===== config.mk =====
export PLATFORM = sky130hd
export DESIGN_NAME = product_display
export DESIGN_NICKNAME = d
export VERILOG_FILES = /design/src/rtl/product_display_pkg.sv /design/src/rtl/bin_to_bcd_seq.sv /design/src/rtl/product_display.sv
export SDC_FILE = /design/constraint.sdc
export NUM_CORES = 1
export LEC_CHECK = 0
export BUFFER_PORTS_ARGS = -buffer_cell sky130_fd_sc_hd__buf_2
export CAP_MARGIN = 0
export CORE_MARGIN = 2
export CORE_UTILIZATION = 55
export DETAILED_ROUTE_END_ITERATION = 12
export PLACE_DENSITY = 0.69
export SYNTH_ARGS = -nofsm -noshare
export SYNTH_HDL_FRONTEND = slang
export SYNTH_SLANG_ARGS = --single-unit

===== constraint.sdc =====
create_clock -name clk -period 2.8 [get_ports clk]
set_clock_uncertainty 0.2 [all_clocks]
set_input_delay 0.14 -clock clk [delete_from_list [all_inputs] [get_ports clk]]
set_output_delay 0.14 -clock clk [all_outputs]
set_load 0.05 [all_outputs]

===== src/rtl/product_display_pkg.sv =====
// product_display_pkg
// Shared types and constants for the product display block: converter FSM
// states, datapath widths and the active-low seven-segment glyph table.
package product_display_pkg;

    typedef enum logic {
        IDLE,
        CONVERT
    } state_t;

    localparam int NUM_DIGITS = 4;
    localparam int BIN_W      = 8;
    localparam int BCD_W      = 12;

    // Segment order is {g,f,e,d,c,b,a}; a 0 lights the segment.
    localparam logic [6:0] SEG_BLANK = 7'b1111111;

    // Glyphs for 0..9, entry 0 in the least significant position.
    localparam logic [9:0][6:0] SEG_LUT = {
        7'b0010000,  // 9
        7'b0000000,  // 8
        7'b1111000,  // 7
        7'b0000010,  // 6
        7'b0010010,  // 5
        7'b0011001,  // 4
        7'b0110000,  // 3
        7'b0100100,  // 2
        7'b1111001,  // 1
        7'b1000000   // 0
    };

    // Glyph for one BCD digit; non-decimal codes render blank.
    function automatic logic [6:0] seg_of(input logic [3:0] digit);
        if (digit > 4'd9) begin
            return SEG_BLANK;
        end
        return SEG_LUT[digit];
    endfunction

endpackage


===== src/rtl/bin_to_bcd_seq.sv =====
// bin_to_bcd_seq
// Iterative double-dabble converter: one add-3/shift step per clock, eight
// steps per 8-bit input.
// Ports:
//   clk, rst_n  clock, asynchronous active-low reset
//   start       begin a conversion of bin (ignored while busy)
//   bin[7:0]    binary value sampled on the start edge
//   busy        high from the start edge until the final step's edge
//   done        high during the clock whose edge performs the final step
//   bcd[11:0]   {hundreds, tens, ones}; valid while done is high
module bin_to_bcd_seq
    import product_display_pkg::*;
(
    input  logic             clk,
    input  logic             rst_n,
    input  logic             start,
    input  logic [BIN_W-1:0] bin,
    output logic             busy,
    output logic             done,
    output logic [BCD_W-1:0] bcd
);

    state_t             state;
    logic [BIN_W-1:0]   bin_sr;
    logic [BCD_W-1:0]   acc;
    logic [2:0]         iter;

    logic [BCD_W-1:0]   adj;
    logic [19:0]        shifted;

    // NOTE: every output of an always_comb block gets a default first, so no
    // path can leave it unassigned and infer a latch.
    always_comb begin
        adj = acc;
        for (int n = 0; n < 3; n++) begin
            if (acc[n*4 +: 4] >= 4'd5) begin
                adj[n*4 +: 4] = acc[n*4 +: 4] + 4'd3;
            end
        end
        // The accumulator never exceeds 255, so the bit shifted out is zero.
        shifted = {adj, bin_sr} << 1;
    end

    // done is combinational so the consumer can capture the shifted result on
    // the same edge that performs the final step.
    assign done = (state == CONVERT) && (iter == 3'd7);
    assign bcd  = shifted[19:8];

    // NOTE: sequential state uses non-blocking assignments so every register
    // samples pre-edge values, independent of statement order.
    always_ff @(posedge clk or negedge rst_n) begin
        if (!rst_n) begin
            state  <= IDLE;
            busy   <= 1'b0;
            bin_sr <= '0;
            acc    <= '0;
            iter   <= '0;
        end else begin
            case (state)
                IDLE: begin
                    if (start) begin
                        bin_sr <= bin;
                        acc    <= '0;
                        iter   <= '0;
                        busy   <= 1'b1;
                        state  <= CONVERT;
                    end
                end
                CONVERT: begin
                    acc    <= shifted[19:8];
                    bin_sr <= shifted[7:0];
                    iter   <= iter + 3'd1;
                    if (iter == 3'd7) begin
                        busy  <= 1'b0;
                        state <= IDLE;
                    end
                end
                default: state <= IDLE;
            endcase
        end
    end

endmodule


===== src/rtl/product_display.sv =====
// product_display
// Captures the multiplier product on each rising edge of done, converts it to
// three BCD digits and scans them onto a 4-digit active-low seven-segment
// display with leading-zero blanking.
// Ports:
//   clk, rst_n  clock, asynchronous active-low reset
//   P[7:0]      product from the multiplier
//   done        multiplier completion; rising edge starts a capture
//   busy        conversion in progress
//   valid       at least one conversion has completed since reset
//   an[3:0]     digit anodes, active-low one-hot, an[0] rightmost
//   seg[6:0]    segments {g,f,e,d,c,b,a}, active-low
module product_display
    import product_display_pkg::*;
#(
    parameter int REFRESH_DIV = 100000
) (
    input  logic       clk,
    input  logic       rst_n,
    input  logic [7:0] P,
    input  logic       done,
    output logic       busy,
    output logic       valid,
    output logic [3:0] an,
    output logic [6:0] seg
);

    localparam int CNT_W = $clog2(REFRESH_DIV);

    logic             done_d;
    logic             rise;
    logic             conv_done;
    logic [BCD_W-1:0] conv_bcd;

    logic [3:0]       hund;
    logic [3:0]       tens;
    logic [3:0]       ones;

    logic [CNT_W-1:0] refresh_cnt;
    logic [1:0]       digit_idx;
    logic [6:0]       seg_next;

    // A held-high done produces a single rise; rises during a conversion are
    // dropped by the converter rather than queued.
    assign rise = done & ~done_d;

    bin_to_bcd_seq u_conv (
        .clk   (clk),
        .rst_n (rst_n),
        .start (rise),
        .bin   (P),
        .busy  (busy),
        .done  (conv_done),
        .bcd   (conv_bcd)
    );

    // Digits change only when a conversion finishes, so the previous value
    // stays on the display while the next one is being computed.
    always_ff @(posedge clk or negedge rst_n) begin
        if (!rst_n) begin
            done_d <= 1'b0;
            valid  <= 1'b0;
            hund   <= '0;
            tens   <= '0;
            ones   <= '0;
        end else begin
            done_d <= done;
            if (conv_done) begin
                hund  <= conv_bcd[11:8];
                tens  <= conv_bcd[7:4];
                ones  <= conv_bcd[3:0];
                valid <= 1'b1;
            end
        end
    end

    always_comb begin
        seg_next = SEG_BLANK;
        if (valid) begin
            case (digit_idx)
                2'd0: seg_next = seg_of(ones);
                2'd1: if (hund != 4'd0 || tens != 4'd0) seg_next = seg_of(tens);
                2'd2: if (hund != 4'd0) seg_next = seg_of(hund);
                default: seg_next = SEG_BLANK;
            endcase
        end
    end

    // an and seg are registered from the same index so they switch together.
    always_ff @(posedge clk or negedge rst_n) begin
        if (!rst_n) begin
            refresh_cnt <= '0;
            digit_idx   <= '0;
            an          <= 4'b1111;
            seg         <= SEG_BLANK;
        end else begin
            if (refresh_cnt == CNT_W'(REFRESH_DIV - 1)) begin
                refresh_cnt <= '0;
                digit_idx   <= digit_idx + 2'd1;
            end else begin
                refresh_cnt <= refresh_cnt + 1'b1;
            end
            an  <= ~(4'b0001 << digit_idx);
            seg <= seg_next;
        end
    end

endmodule


# --- Word-level counts from Yosys, hierarchy flattened ---
# Memories as Yosys holds them, arrays and structs flattened.
# Cells that the tools add are included.
word_totals:
  wordCells: 89
  out_inout_bits: 13
  regBits: 69
  memories: 3
  input_bits: 11
  romBits: 336
memory_table:
  columns: ["memory", "words", "width", "rd", "rd_ports_with_merged_regs", "wr", "line_no", "source"]
  rows:
  - ["(no name shown)", 16, 7, 1, 0, 0, "product_display_pkg.sv:37", "return SEG_LUT[digit];"]
  - ["(no name shown)", 16, 7, 1, 0, 0, "product_display_pkg.sv:37", null]
  - ["(no name shown)", 16, 7, 1, 0, 0, "product_display_pkg.sv:37", null]
classes:
  bitwise_logic: 4
  n_eq_ne: 6
  shifts: 1
  magnitude_cmp: 9
  add_sub_neg: 6
  mux: 40
  reduce_logical: 6
op_table:
  columns: ["op", "count"]
  rows:
  - ["$mux W7", 12]
  - ["$pmux W12 S2", 1]
  - ["$pmux W7 S3", 1]
  - ["$add A17 B1 Y17 const B", 1]
  - ["$eq A17 B17 Y1 const B", 1]
  - ["$mux W17", 1]
  - ["$pmux W8 S2", 1]
  - ["$lt A4 B5 Y1 const B", 3]
  - ["$mux W1", 15]
  - ["$ge A4 B3 Y1 const B", 3]
  - ["$gt A4 B4 Y1 const B", 3]
  - ["$mux W12", 1]
  - ["$add A4 B2 Y4 const B", 2]
  - ["$mux W4", 2]
  - ["$mux W8", 1]
  - ["$reduce_bool A4 Y1", 2]
  - ["$mux W3", 2]
  - ["$pmux W3 S2", 1]
  - ["$ne A2 B2 Y1 const B", 2]
  - ["$not A4 Y4", 1]
  - ["$pmux W1 S2", 2]
  - ["$shl A1 B2 Y4 const A", 1]
  - ["$add A3 B1 Y3 const B", 1]
  - ["$add A3 B2 Y3 const B", 1]
  - ["other kinds (10)", 11]

# --- Logic depth before layout (Yosys ltp) ---
depth:
  word_depth: 9
  depth_mapped: 6
  ltp_nobuf: 6

# --- By module ---
# From an unflattened synthesis, not the netlist that was laid out.
unflattened:
  hier_cells: 404
  area_unflattened_um2: 3965.1
by_module_without_submodules:
  columns: ["mod", "cells_each", "n_inst", "area_per_inst_um2", "seq_area_each_um2"]
  rows:
  - ["product_display", 241, 1, 2451.1, 1114.8]
  - ["bin_to_bcd_seq", 163, 1, 1514.0, 625.6]

# --- Least setup slack after synthesis ---
# OpenSTA, ideal clock, no wires.
synth_path:
  kind: "register to register"
  start: "reg hund[0]"
  end: "reg seg[4]"
  stages_incl_launch_ff: 7
  slack_ns: 0.872
  synth_period_minus_slack_ns: 1.928
  arrival_ns: 1.645
  setup_ns: 0.083
  required_time_ns: 2.517
  path_cell_list: "dfrtp_1 > inv_1 > ha_1 > and4bb_2 > a21oi_1 > o221ai_1 > a221o_1"
synth_between:
  elab_chain_cells: 9
  elab_cells_between_ends: 14
  cone_classes: "order compare (1); mux (10); reduce/logical (2); memory (1)"
synth_lines:
  columns: ["element", "line_no", "source"]
  rows:
  - ["from (decl)", "product_display.sv:35", "logic [3:0] hund;"]
  - ["from (signal assigned)", "product_display.sv:69", "hund <= conv_bcd[11:8];"]
  - ["$gt A4 B4 Y1", "product_display_pkg.sv:34", "if (digit > 4'd9) begin"]
  - ["$mux W1", "product_display_pkg.sv:34", null]
  - ["$mux W1", "product_display.sv:83", "2'd2: if (hund != 4'd0) seg_next = seg_of(hund);"]
  - ["$mux W1", "product_display.sv:80", "case (digit_idx)"]
  - ["$mux W1", "product_display.sv:79", "if (valid) begin"]
  - ["$mux W7", "product_display_pkg.sv:37", null]
  - ["$mux W7", "product_display.sv:83", null]
  - ["$pmux W7 S3 *", "product_display.sv:80", null]
  - ["$mux W7 *", "product_display.sv:79", null]
  - ["net seg_next[4]", "product_display.sv:41", "logic [6:0] seg_next;"]
  - ["to (signal assigned)", "product_display.sv:104", "seg <= seg_next;"]
  - ["to (decl)", "product_display.sv:25", "output logic [6:0] seg"]
# The timed path passes the listed nets; every way through them passes the cells marked *. The select of a mux whose other input is x is not followed.
# A chain may end at the register's enable or synchronous reset.

# --- Final worst setup path ---
# Ends and elaborated chain as after synthesis.

==> flow_summary.toml <==
[floorplan]
die_h_um = 87.2
die_w_um = 87.2
io_pins = 24
start_util = 0.564
design.core.area_sq_um = 6760
die_area_sq_um = 7610
rows = 30

[drt]
first_iter_violations = 195
routed_wl_um = 7340
num_vias = 2815
drcViolationCount = 0
wire_per_inst_um = 14.5
drt_pass1_iterations = 5
ant_nets = 0
vias_per_cell = 5.56

[timing]
fin_tns_setup_ns = 0
period_share = 0.763
finalMaxSlewViolations = 0
period_needed_ns = 2.14
tightest_slew_ns = 0.619
max_slew_margin = 0.588
hold_violations = 0
rsz0062_at_grt = "false"
timing.fmax_mhz = 468
setup_viol = 0

[placed_design]
port_buffers = 23
dp_hpwl_um = 5120
gp_congestion = 0.871

[clocking]
post_cts_resized = 0
clk_pin_slew_ns = 0.08
cts_made_buffers = 9
clock-root-buffer = "clkbuf_8"
cts_tree = "built"
clockBufferDepth = 2
h-tree-depth = 3
cts_setup_buffers = 0
clock_latency_ns = 0.34
holdBufCountCts = 10
clock_sinks = 69

[global_routing]
grt_first_pass_wirelength_um = 12700
grt_max_degree = 44
antenna_found_initial = 0
grt_pass1_vias = 2731
grt_use_total = 0.213
grt-ovfl-total = 0

[yosys]
synth_cells = 386
syn_area_per_cell_sq_um = 9.87
synth_warnings = 0
synth_nets = 426
ys_ff_latch = 69
synth-edff-count = 0
synth_cell_type_count = 54
ys_dominant_reg_cell = "dfrtp_1"
ys_seq_area_frac = 0.457
synth_area_sq_um = 3810
synthArstFlopShare = 1.00

[finish]
final_common_cell = "dfrtp_1"
layout_common_cells = "58 x dfrtp_1, 49 x nand2_1, 32 x o21ai_0, 29 x ha_1, 25 x inv_1"
area_growth_syn_to_layout_pct = 14.1
drive_gt1_frac = 0.164
diodes = 0
nets = 461

[power]
power.density_nw_per_um2 = 985
power_mw = 4.28
vdd_ir_drop_max_v = 0.000526
leakage_nw = 2.01

[setup_path]
rrSetupSlack_ns = 0.66
cp_max_fo = 7
start_kind = "flop"
end_kind = "flop"
crit_type = "reg2reg"
crit_arrival_ns = 2.21
crit_required_ns = 2.87

[status]
status = "complete, no violations"

[flow_run]
drv_cap = 0

[worst_hold_path]
worstHoldPathType = "in2async"
-- kinds of logic after synthesis --
group	after synthesis	synth area share
simple gates	132	0.187
compound gates	79	0.124
flops	69	0.457
buf+inv	39	0.0407
fa+ha+maj	29	0.0952
mux	21	0.0568
xor+xnor	17	0.0391
-- per-layer routing --
layer / routed length, um / GRT usage / up-vias
met1: 3620 / 0.294 / 1343
met5: 0 / 0 / -
met3: 244 / 0.0512 / 8
li1: - / - / 1411
met4: 86 / 0.0629 / 0
met2: 3390 / 0.337 / 53
-- layout make-up --
type | instances | area (sq um)
Multi-Input combinational cell | 278 | 1910
Inverter | 25 | 93.8
Sequential cell | 69 | 1740
Clock buffer | 11 | 151
Timing Repair Buffer | 38 | 265
Fill cell | 543 | 2410
Clock inverter | 5 | 82.6
Tap cell | 80 | 100
-- worst paths after layout --
kind	startpoint	end	cells after the start
setup / recovery	hund[0]	seg[4]	6
hold / removal	rst_n	digit_idx[1]	2
setup reg to reg	hund[0]	seg[4]	6
hold reg to reg	refresh_cnt[0]	refresh_cnt[0]	1
max in group asynchronous	rst_n	refresh_cnt[12]	3
min in group clk	done	done_d	2
-- state kept, by name (all words and copies together) (netlist names), 4 cells and up --
signal	count
refresh_cnt	17
u_conv.acc	12
u_conv.bin_sr	8
seg	7
an	4
hund	4
ones	4
tens	4
-- stage by stage --
stage | std cells | hold WS, ns | area (sq um) | utilization | worst slack [ns]
5_1_grt | 506 | 0.201 | 4350 | 0.644 | 0.553
3_5_place_dp | 480 | -0.00151 | 4010 | 0.594 | 0.704
3_3_place_gp | 480 | -0.0108 | 4010 | 0.594 | 0.772
4_1_cts | 506 | 0.159 | 4350 | 0.644 | 0.694
2_1_floorplan | 386 | -0.356 | 3810 | - | 0.872
6_report | 506 | 0.149 | 4350 | 0.644 | 0.665
-- Yosys cell counts (all sizes together), types with 4 or more instances --
master  number  share of area
dfrtp       58           0.38
nand2       50          0.050
o21ai       34          0.046
ha          29          0.095
inv         25          0.025
nor2        22          0.022
a21oi       21          0.028
mux2i       16          0.042
nand3       12          0.016
dfstp       11          0.076
nand2b      10          0.016
clkbuf       9         0.0089
xor2         9          0.021
nor3b        8          0.016
xnor2        8          0.018
nand4        6          0.014
buf          5         0.0072
mux2         5          0.015
nor3         5         0.0066
o221ai       4         0.0092
-- critical path, stage by stage (launching register included) --
cell	delay, ns
dfrtp_1	0.44
inv_1	0.11
ha_1	0.28
and4bb_2	0.27
a21oi_1	0.25
o221ai_1	0.15
a221o_1	0.36
-- where the power goes --
group / internal [mW] / switching, mW
combinational: 0.703 / 1.04
clock: 0.550 / 0.391
sequential: 1.31 / 0.291
No activity file was read; power rests on OpenSTA's default activity.
